$ cat config.mk
export PLATFORM = sky130hd
export DESIGN_NAME = alu_issue
export DESIGN_NICKNAME = d
export VERILOG_FILES = /design/src/rtl/alu_issue.sv
export SDC_FILE = /design/constraint.sdc
export NUM_CORES = 1
export LEC_CHECK = 0
export ABC_AREA = 1
export CELL_PAD_IN_SITES_DETAIL_PLACEMENT = 0
export CELL_PAD_IN_SITES_GLOBAL_PLACEMENT = 1
export CORE_ASPECT_RATIO = 1.1
export CORE_MARGIN = 5
export CORE_UTILIZATION = 33
export DETAILED_ROUTE_END_ITERATION = 12
export HOLD_SLACK_MARGIN = 0.06
export PLACE_DENSITY = 0.83
export SYNTH_ARGS = -nofsm -noshare
export SYNTH_HDL_FRONTEND = slang
export SYNTH_SLANG_ARGS = --single-unit
$ cat constraint.sdc
create_clock -name clk -period 2 [get_ports clk]
set_clock_uncertainty 0.2 [all_clocks]
set_input_delay 0.2 -clock clk [delete_from_list [all_inputs] [get_ports clk]]
set_output_delay 0.2 -clock clk [all_outputs]
set_load 0.02 [all_outputs]
$ cat src/rtl/alu_issue.sv
// RV32I OP/OP-IMM/LUI/AUIPC decode into a 2-entry skid buffer feeding the ALU.
// Optional `ALU_FWD_EN adds writeback forwarding ports (wb_valid/wb_rd/wb_data).
module alu_issue #(
  parameter int XLEN = 32
) (
  input  logic            clk,
  input  logic            reset,
  input  logic            in_valid,
  output logic            in_ready,
  input  logic [31:0]     instr,
  input  logic [XLEN-1:0] pc,
  input  logic [XLEN-1:0] rs1_val,
  input  logic [XLEN-1:0] rs2_val,
`ifdef ALU_FWD_EN
  input  logic            wb_valid,
  input  logic [4:0]      wb_rd,
  input  logic [XLEN-1:0] wb_data,
`endif
  output logic            out_valid,
  input  logic            out_ready,
  output logic [XLEN-1:0] out_a,
  output logic [XLEN-1:0] out_b,
  output logic [3:0]      out_op,
  output logic [4:0]      out_rd,
  output logic            out_we,
  output logic            out_illegal
);

  localparam logic [6:0] OPC_OP    = 7'b0110011;
  localparam logic [6:0] OPC_OPIMM = 7'b0010011;
  localparam logic [6:0] OPC_LUI   = 7'b0110111;
  localparam logic [6:0] OPC_AUIPC = 7'b0010111;
  localparam logic [6:0] F7_ALT    = 7'b0100000;

  localparam logic [3:0] ALU_AND  = 4'b0000;
  localparam logic [3:0] ALU_OR   = 4'b0001;
  localparam logic [3:0] ALU_ADD  = 4'b0010;
  localparam logic [3:0] ALU_XOR  = 4'b0011;
  localparam logic [3:0] ALU_SUB  = 4'b1010;
  localparam logic [3:0] ALU_SLT  = 4'b1100;
  localparam logic [3:0] ALU_SLTU = 4'b1101;
  localparam logic [3:0] ALU_SRL  = 4'b0110;
  localparam logic [3:0] ALU_SRA  = 4'b1110;
  localparam logic [3:0] ALU_SLL  = 4'b0111;

  typedef struct packed {
    logic [XLEN-1:0] a;
    logic [XLEN-1:0] b;
    logic [3:0]      op;
    logic [4:0]      rd;
    logic            we;
    logic            illegal;
  } payload_t;

  typedef enum logic [1:0] {S_EMPTY, S_ONE, S_TWO} state_t;

  function automatic logic [3:0] alu_op(input logic [2:0] f3, input logic alt);
    case (f3)
      3'b000:  alu_op = alt ? ALU_SUB : ALU_ADD;
      3'b001:  alu_op = ALU_SLL;
      3'b010:  alu_op = ALU_SLT;
      3'b011:  alu_op = ALU_SLTU;
      3'b100:  alu_op = ALU_XOR;
      3'b101:  alu_op = alt ? ALU_SRA : ALU_SRL;
      3'b110:  alu_op = ALU_OR;
      default: alu_op = ALU_AND;
    endcase
  endfunction

  logic [6:0]      w_opc;
  logic [2:0]      w_f3;
  logic [6:0]      w_f7;
  logic [4:0]      w_rd;
  logic            w_shift;
  logic            w_legal;
  logic [XLEN-1:0] w_rs1;
  logic [XLEN-1:0] w_rs2;
  payload_t        w_dec_p0;
  logic            w_accept;
  logic            w_consume;

  state_t   r_state;
  payload_t r_main_p1;
  payload_t r_skid_p1;

  assign w_opc   = instr[6:0];
  assign w_f3    = instr[14:12];
  assign w_f7    = instr[31:25];
  assign w_rd    = instr[11:7];
  assign w_shift = (w_f3 == 3'b001) || (w_f3 == 3'b101);

`ifdef ALU_FWD_EN
  assign w_rs1 = (wb_valid && wb_rd != 5'd0 && wb_rd == instr[19:15]) ? wb_data : rs1_val;
  assign w_rs2 = (wb_valid && wb_rd != 5'd0 && wb_rd == instr[24:20]) ? wb_data : rs2_val;
`else
  assign w_rs1 = rs1_val;
  assign w_rs2 = rs2_val;
`endif

  // Stage p0: combinational decode of the offered instruction
  always_comb begin
    w_dec_p0 = '0;
    w_legal  = 1'b0;
    case (w_opc)
      OPC_OP: begin
        w_legal     = (w_f7 == 7'd0) || (w_f7 == F7_ALT && (w_f3 == 3'b000 || w_f3 == 3'b101));
        w_dec_p0.a  = w_rs1;
        w_dec_p0.b  = w_rs2;
        w_dec_p0.op = alu_op(w_f3, w_f7 == F7_ALT);
      end
      OPC_OPIMM: begin
        // ADDI carries immediate bits in funct7, so only shifts may select the alternate op
        w_legal     = !(w_shift && instr[25]) && !(w_f3 == 3'b001 && w_f7 != 7'd0);
        w_dec_p0.a  = w_rs1;
        w_dec_p0.b  = w_shift ? {{(XLEN-5){1'b0}}, instr[24:20]}
                              : {{(XLEN-12){instr[31]}}, instr[31:20]};
        w_dec_p0.op = alu_op(w_f3, w_f3 == 3'b101 && w_f7 == F7_ALT);
      end
      OPC_LUI: begin
        w_legal     = 1'b1;
        w_dec_p0.b  = {instr[31:12], 12'b0};
        w_dec_p0.op = ALU_ADD;
      end
      OPC_AUIPC: begin
        w_legal     = 1'b1;
        w_dec_p0.a  = pc;
        w_dec_p0.b  = {instr[31:12], 12'b0};
        w_dec_p0.op = ALU_ADD;
      end
      default: w_legal = 1'b0;
    endcase
    w_dec_p0.rd = w_rd;
    if (w_legal) begin
      w_dec_p0.we      = (w_rd != 5'd0);
      w_dec_p0.illegal = 1'b0;
    end else begin
      w_dec_p0.a       = '0;
      w_dec_p0.b       = '0;
      w_dec_p0.op      = ALU_AND;
      w_dec_p0.we      = 1'b0;
      w_dec_p0.illegal = 1'b1;
    end
  end

  assign in_ready  = (r_state != S_TWO) && !reset;
  assign out_valid = (r_state != S_EMPTY);
  assign w_accept  = in_valid && in_ready;
  assign w_consume = out_valid && out_ready;

  // Stage p1: main entry drives the ALU, skid entry absorbs one stalled accept
  always_ff @(posedge clk) begin
    if (reset) begin
      r_state   <= S_EMPTY;
      r_main_p1 <= '0;
      r_skid_p1 <= '0;
    end else begin
      case (r_state)
        S_EMPTY: begin
          if (w_accept) begin
            r_main_p1 <= w_dec_p0;
            r_state   <= S_ONE;
          end
        end
        S_ONE: begin
          if (w_accept && w_consume) begin
            r_main_p1 <= w_dec_p0;
          end else if (w_accept) begin
            r_skid_p1 <= w_dec_p0;
            r_state   <= S_TWO;
          end else if (w_consume) begin
            r_state   <= S_EMPTY;
          end
        end
        S_TWO: begin
          if (w_consume) begin
            r_main_p1 <= r_skid_p1;
            r_state   <= S_ONE;
          end
        end
        default: r_state <= S_EMPTY;
      endcase
    end
  end

  assign out_a       = r_main_p1.a;
  assign out_b       = r_main_p1.b;
  assign out_op      = r_main_p1.op;
  assign out_rd      = r_main_p1.rd;
  assign out_we      = r_main_p1.we;
  assign out_illegal = r_main_p1.illegal;

endmodule

# Word-level counts from Yosys, hierarchy flattened
# Cells that the tools add are included.
# totals
reg_bits	152
in_bits	132
output_inout_bits	77
wordCells	82
# op_classes
eq_ne	19
muxes	22
bitwise	1
reduce_logical	27
# op_table
op	n
two-way mux 75 bit	3
one-hot mux 75 bit (3 select lines)	1
one-hot mux 36 bit (3 select lines)	1
two-way mux 68 bit	1
one-hot mux 32 bit (2 select lines)	1
one-hot mux 4 bit (7 select lines)	2
two-way mux 32 bit	1
equality test 7 x 6 -> 1 bit, second input constant	3
two-way mux 4 bit	4
equality test 7 x 5 -> 1 bit, second input constant	2
two-way mux 2 bit	6
inequality test 2 bit, second input constant	5
equality test 3 bit, second input constant	3
logical AND 1 bit	9
AND reduction 4 bit	2
zero test 7 bit	1
nonzero test 7 bit	1
equality test 3 x 2 -> 1 bit, second input constant	2
one-hot mux 2 bit (3 select lines)	1
nonzero test 5 bit	1
OR reduction 2 bit	2
equality test 3 x 1 -> 1 bit, second input constant	1
zero test 1 bit	3
zero test 3 bit	1
other kinds (10)	12

# Depth between registers and ports, before layout
# logic_depth
ltp_word	9
mapped_depth	13
depth_no_buf	12

# Worst setup path after synthesis
# No wires, ideal clock.
# synth_path
kind	flip-flop to flip-flop
start	register r_state[1]
end	register r_main_p1 (netlist bit out_b[12])
setup_ps	132
arrival_time_ps	1313
required_time_ps	1668
setup_slack_ps	355
path_stages_with_launch	9
path_buffers	2
period_less_slack_ps	1645
path_cell_list	dfxtp_1 inv_1 nor2_4 inv_2 clkbuf_1 clkbuf_1 nand2_1 nand2_1 a21oi_1
# synth_via
elab_chain_cells	6
word_cells_on_any_way	15
cone_classes	eq/ne (6); mux (1); reduce/logical (8)
# synth_lines
element	line	source
from (decl)	82	state_t r_state;
from (signal assigned)	153	r_state <= S_EMPTY;
from (signal assigned)	161	r_state <= S_ONE;
from (signal assigned)	169	r_state <= S_TWO;
inequality test 2 bit	145	assign in_ready = (r_state != S_TWO) && !reset;
logical AND 1 bit	145	
logical AND 1 bit	147	assign w_accept = in_valid && in_ready;
logical AND 1 bit	165	if (w_accept && w_consume) begin
inequality test 2 bit (no line)	--	
AND reduction 4 bit (no line)	--	
to (signal assigned)	160	r_main_p1 <= w_dec_p0;
to (signal assigned)	166	r_main_p1 <= w_dec_p0;
to (signal assigned)	176	r_main_p1 <= r_skid_p1;
to (decl)	83	payload_t r_main_p1;
# Several ways; a longest one is shown, not always the timed one.
# A chain may end at the register's enable or synchronous reset.

# Worst setup path in the final report
# layout_path
start	register r_state[1]
end	output port in_ready
# layout_via
elab_chain_cells	2
# layout_lines
element	line	source
inequality test 2 bit	145	
logical AND 1 bit	145	
to (decl)	9	output logic in_ready,
# No other way between the ends.

==> summary.txt <==
Run status
  • Status: completed

Worst setup path
  • Critical register-to-register path startpoint: r_state[1]
  • CP max-delay cell: dfxtp_2
  • Crit start category: register
  • Buffers & Inverters on Critical Path: 2
  • Worst EP required: 1.60 ns
  • Crit. End Element: primary output
  • R2r setup slk: 0.28 ns
  • Setup CP Type: reg2out
  • CP max stage delay: 0.38 ns
  • CP Cell Sequence: inv_1 -> nor2_4 -> nor2_1 -> dlygate4sd2_1
  • Arr. time, crit path: 1.48 ns
  • Path length in cells of the critical path: 4
  • Reg2Reg Capture Point: r_skid_p1[27]
  • Crit-path max FO: 5
  • Family with the most delay on the worst path: buffers and inverters
  • Cells on worst reg2reg path: 6

Cells and area
  • Fraction of layout cells with a size suffix above 1: 8.71%
  • Finished Layout Cells: 1685
  • Area added between synthesis and finish: 47.2%
  • Nets: 1509
  • Most common cell after layout, fill and taps aside: nand2_1
  • Diode count: 0
  • Most frequent cells in the layout: 436 x nand2_1, 205 x clkdlybuf4s50_1, 162 x nor2_1

Logic synthesis
  • Syn Std Cell Area: 7390 sq um
  • Post-synth EDFFs: 0
  • Synth area leader: dfxtp_1
  • Post-synthesis register bit count: 152
  • Post-Syn Nets: 1303
  • Synth unique cells: 26
  • Syn Inst Count: 1171
  • Sequential-to-total area share from yosys stat: 41.2%
  • Post-synth top area share: 41.2%
  • Largest cells by area after synthesis: dfxtp_1 41%, nand2_1 22%, a21oi_1 9.8%
  • Yosys warnings: 0
  • Ys async rst share: 0%
  • Most used DFF post-synth: dfxtp_1
  • Average size of a mapped cell: 6.31 sq um

Placed design
  • Pre-CTS setup slack: -0.314 ns
  • Dpl cells: 1649
  • Port Buffer Count: 208
  • Routability cong.: 0.827
  • Hpwl dp: 17.0 mm

GRT
  • Initial antenna violation count: 1
  • Pin count of the biggest net entering global routing: 88
  • First-pass GRT wire length: 39.0 mm
  • Total global routing overflow: 0
  • GRT Resource Usage Total: 18.6%
  • Vias in the first global route: 7295

Hold path
  • Hold EP: out_a[25]
  • Min-Delay Startpoint: reset
  • Hold/Removal Path Class: in2reg
  • Hold Path Cell Cnt: 3

Timing
  • Relative slew slack: 57.0%
  • RSZ-0062 raised after global routing: no
  • Fin crit period: 1.88 ns
  • Period Utilization, post-route: 93.9%
  • Fmax: 532 MHz
  • Worst-margin pin slew: 0.645 ns
  • Max Slew Vio Count: 0
  • Final setup vio count: 0
  • Final hold vios: 0
  • Final setup margin: 0.122 ns

Die
  • Ports: 209
  • Total die area: 25500 sq um
  • Initial Util: 33.5%
  • Die width: 153 um
  • Core ar.: 22000 sq um
  • Row cnt: 57
  • DIE HEIGHT: 167 um

Clock network
  • CTS tree: built
  • Clock buffer count from CTS: 17
  • CTS root buf: clkbuf_16
  • Clk sinks: 152
  • Hold_buf cts: 0
  • Worst-skew pair later-pin latency: 0.43 ns
  • CTS Buffer Depth: 2
  • Clk slew on worst S/H paths: 0.06 ns
  • H-tree depth: 4

Drt
  • Initial DRC Count: 414
  • Routed vias: 7966
  • Routed len/inst: 14.8 um
  • WL final: 24.9 mm
  • Drt pass-1 iters: 5
  • Routed Antenna Nets: 0
  • Via density: 4.73
  • DRC Markers: 0

Pwr
  • VDD IR max: 494 uV
  • Pwr Total: 7380 uW
  • Power Dens Cells: 678 nW/um^2
  • Static Leak: 0.00491 uW

Flow run
  • Max Cap Violations: 0
==> worst register-to-register path, stage by stage, from the launching register on <==
cell,delay [ns]
dfxtp_2,0.35
nor3_2,0.28
nand3_1,0.16
clkinv_2,0.19
buf_12,0.20
o21ai_0,0.11
a21oi_1,0.17
==> Yosys cell counts, types with 2 or more instances <==
cell type	n
nor2_1	167
o21ai_0	81
inv_1	16
buf_1	7
buf_4	8
a21oi_1	144
a31oi_1	5
nand2_1	437
o211ai_1	5
nand4_1	2
clkbuf_1	47
nor2_2	2
nor2_4	2
buf_2	23
inv_2	5
dfxtp_1	152
nand3_1	59
==> flip-flops by register name (all words and copies together) (netlist names) <==
register,flops
r_skid_p1,75
out_a,32
out_b,32
out_rd,5
out_op,4
r_state,2
out_illegal,1
out_we,1
==> routing by layer <==
metal,up-vias,GRT usage [%],routed length (um)
li1,4166,-,-
met1,3556,23.9,11200
met2,223,30.5,11500
met3,19,5.97,1980
met4,2,4.22,227
met5,-,0,20
==> per-stage QoR <==
stage	TNS, ns	util, %	area [sq um]	hold slack [ns]
after detailed placement	-30.65	46.1	10200	0.253
after CTS	0	48.9	10800	0.0901
after floorplan	0	-	7390	0.160
after global placement	-22.07	46.1	10200	0.250
final	0	49.3	10900	0.0970
after global routing	0	49.3	10900	0.112
==> repair_timing <==
| action | CTS | global route |
|---|---|---|
| setup endpoints to repair | 2 | 49 |
| setup buffers | 0 | 2 |
| pin swaps | 0 | 1 |
| cloned | 0 | 2 |
| gates resized for setup | 3 | 9 |
==> kinds of logic (layout without fill, tap and decap cells) <==
| family | Yosys count | in the layout | synth area share, % |
|---|---|---|---|
| buffers and inverters | 106 | 325 | 6.18 |
| flip-flops | 152 | 152 | 41.2 |
| AND/OR/NAND/NOR | 675 | 675 | 36.1 |
| AO/OA/AOI/OAI | 237 | 237 | 16.4 |
| XOR/XNOR | 1 | 1 | 0.119 |
==> final cells by class <==
cell class	count	area, sq um
sequential	152	3040
clock buffer	18	439
tap	295	369
fill	2235	11200
inverter	21	82.6
clock inverter	14	186
multi-input combinational	913	3930
timing repair buffer	272	2830
==> power breakdown <==
part | internal [uW] | switching, uW
logic | 423 | 388
clock network | 2030 | 1420
registers | 3080 | 28.4
total | 5540 | 1840
==> how the worst max path moves through the flow <==
stage	from	end	slack [ns]
floorplan	r_state[1]	out_b[12]	0.35
global placement	instr[12]	out_we	-0.26
detailed placement	instr[4]	out_op[3]	-0.31
CTS	r_state[1]	in_ready	0.03
global route	instr[4]	out_a[15]	0.008
finish	r_state[1]	in_ready	0.12
(Power assumes the default switching activity.)
==> RTL change (same flow settings) <==
Build with the macro `ALU_FWD_EN` defined.
--- a/src/rtl/alu_issue.sv
+++ b/src/rtl/alu_issue.sv
@@ -2,2 +2,4 @@
 // Optional `ALU_FWD_EN adds writeback forwarding ports (wb_valid/wb_rd/wb_data).
+`define ALU_FWD_EN
+
 module alu_issue #(
Interface: changed (added wb_data, wb_rd and wb_valid); port bits go from 209 to 247. No check against the original RTL was run, so the function may have changed too.
==> RTL change against the original RTL <==
  * Count of clock-buffer cells in the layout unchanged
  * Sequential cell count did not move
  * Worst setup slack got worse by 0.026 ns
  * Area after synthesis up 15%
  * Routed wire length is 48% higher
  * Final cell count up 16%
  * Worst hold slack better by 0.036 ns
  * Sequential share of layout area decreased by 4.4 points
  * Design area grew 19%
  * Critical endpoint is now out_b[9]
  * Largest cell class unchanged
Power is not compared: it rests on default switching activity, and its combinational part moved more than twofold at a synthesized area within 25%.
==> RTL change: results (changes against the original RTL) <==
[grt]
grt.met2_usage_pct=40.38  ; +9.8 points
grt_pass1_vias=9513  ; +30%
grt_pass1_wl_um=53840  ; +38%
grt_max_degree=76  ; -14%
grt.total_usage_pct=23.71  ; +5.1 points
grt.met1_usage_pct=29.85  ; +5.9 points
use_met3_pct=4.275  ; -1.7 points

[drt]
top_layer=met4
wl_per_cell_um=18.77  ; +27%
drt-pass1-iter-count=6  ; +1
route.met2.wl_um=18010  ; +56%
via_per_inst=5.206  ; +10%
drtIter0Drc=930  ; +120%
dr_wl_met3_um=2601  ; +31%
wl_met1_um=15000  ; +34%

[critical_path]
r2r-end=out_b[9]
crit_family=simple AND/OR/NAND/NOR gates
r2r-start=r_state[0]
worstPathArrival_ns=2.02  ; +0.54 ns
r2r_cells=13  ; +7
path_max_fanout=7  ; +2
regToRegSetupSlack_ns=0.1  ; -0.18 ns
max_stage_delay_ns=0.32  ; -0.06 ns

[layout]
layout.nets=1771  ; +17%
drive_above_1_share_pct=11.21  ; +2.5 points
n_fill_cell=2589  ; +16%
largest_reg_flops=75  ; unchanged
fin_cells=1961  ; +16%

[worst_hold_path]
min-delay-start=instr[21]
hold_end=r_skid_p1[12]
holdPathStages=5  ; +2

[status]
status=completed

[placement]
port_buffers=246  ; +18%
pre_cts_ws_ns=-0.4033  ; -0.08929 ns
dpl.cell_count=1916  ; +16%
finalWeightedCongestion=0.9459  ; +14%
hpwl_um=25780  ; +51%
place_area_um2=11950  ; +18%

[synth]
synth_area_leaders=dfxtp_1, a21oi_1, nand2_1
synth_cells=1341  ; +15%
synth-warning-count=0  ; unchanged
synthesis.nets=1511  ; +16%
ys_seq_area_share_pct=35.84  ; -5.4 points
synth_common_cells=nand2_1, a21oi_1, nand3_1
ys_types=32  ; +23%

[cts]
ctsResizeCount=2  ; -1
cts_setup_buffers=1  ; +1
path_clk_slew_ns=0.07

[pwr]
ir_drop_mv=0.5421

[sta]
hold-worst-slack_ns=0.1330  ; +0.03591 ns
relSlewSlack_pct=50.19  ; -6.8 points
finalCritPeriodShare_pct=95.23  ; +1.3 points

[die]
dieArea_um2=29040  ; +14%

-- RTL change: final cells by class --
type	count	area (µm²)	share of cell area, %
antenna	1	2.502	0.01935
clock buffer	18	439.2	3.396
clock inverter	14	141.4	1.093
inverter	155	595.6	4.605
multi-input combinational	925	4471	34.57
sequential	152	3045	23.55
tap	346	432.9	3.348
timing repair buffer	350	3805	29.42
-- RTL change: worst reg2reg max path, stage by stage, from the launching register on --
cell and delay (ns):
dfxtp_2 0.32, inv_2 0.05, nand2_4 0.07, inv_2 0.06, nor2_4 0.08, nand2_2 0.08, nor2_2 0.13, nor2_2 0.07
nor2_4 0.12, buf_12 0.15, inv_12 0.07, clkbuf_16 0.17, a21oi_1 0.15, a21oi_1 0.09
-- RTL change: how the worst max path moves through the flow --
stage / start / depth (start not counted) / end
6_report: r_state[0] / 13 / out_b[9]
5_1_grt: r_state[0] / 13 / out_a[15]
4_1_cts: r_state[0] / 11 / out_a[24]
3_5_place_dp: instr[4] / 11 / out_a[24]
3_3_place_gp: instr[4] / 11 / out_a[25]
2_1_floorplan: r_state[0] / 12 / out_a[21]
-- RTL change: kinds of logic (layout without fill, tap and decap cells) --
group                     Yosys count  after routing  synth area share [%]
and+or+nand+nor                   524            524                 27.22
AOI/OAI and AO/OA                 397            397                 23.62
buffers and inverters             264            537                 12.91
DFF                               152            152                 35.84
xor gates and xnor gates            4              4                0.4127
other                               0              1                     0
-- RTL change: power by group through the flow --
| stage | logic (mW) | registers (mW) | clock network (mW) |
|---|---|---|---|
| 2_1_floorplan | 0.608 | 3.57 | 0 |
| 3_3_place_gp | 1.85 | 3.40 | 0 |
| 3_5_place_dp | 1.85 | 3.40 | 0 |
| 4_1_cts | 1.87 | 3.33 | 3.26 |
| 5_1_grt | 2.13 | 3.35 | 3.39 |
| 6_report | 2.00 | 3.33 | 3.22 |
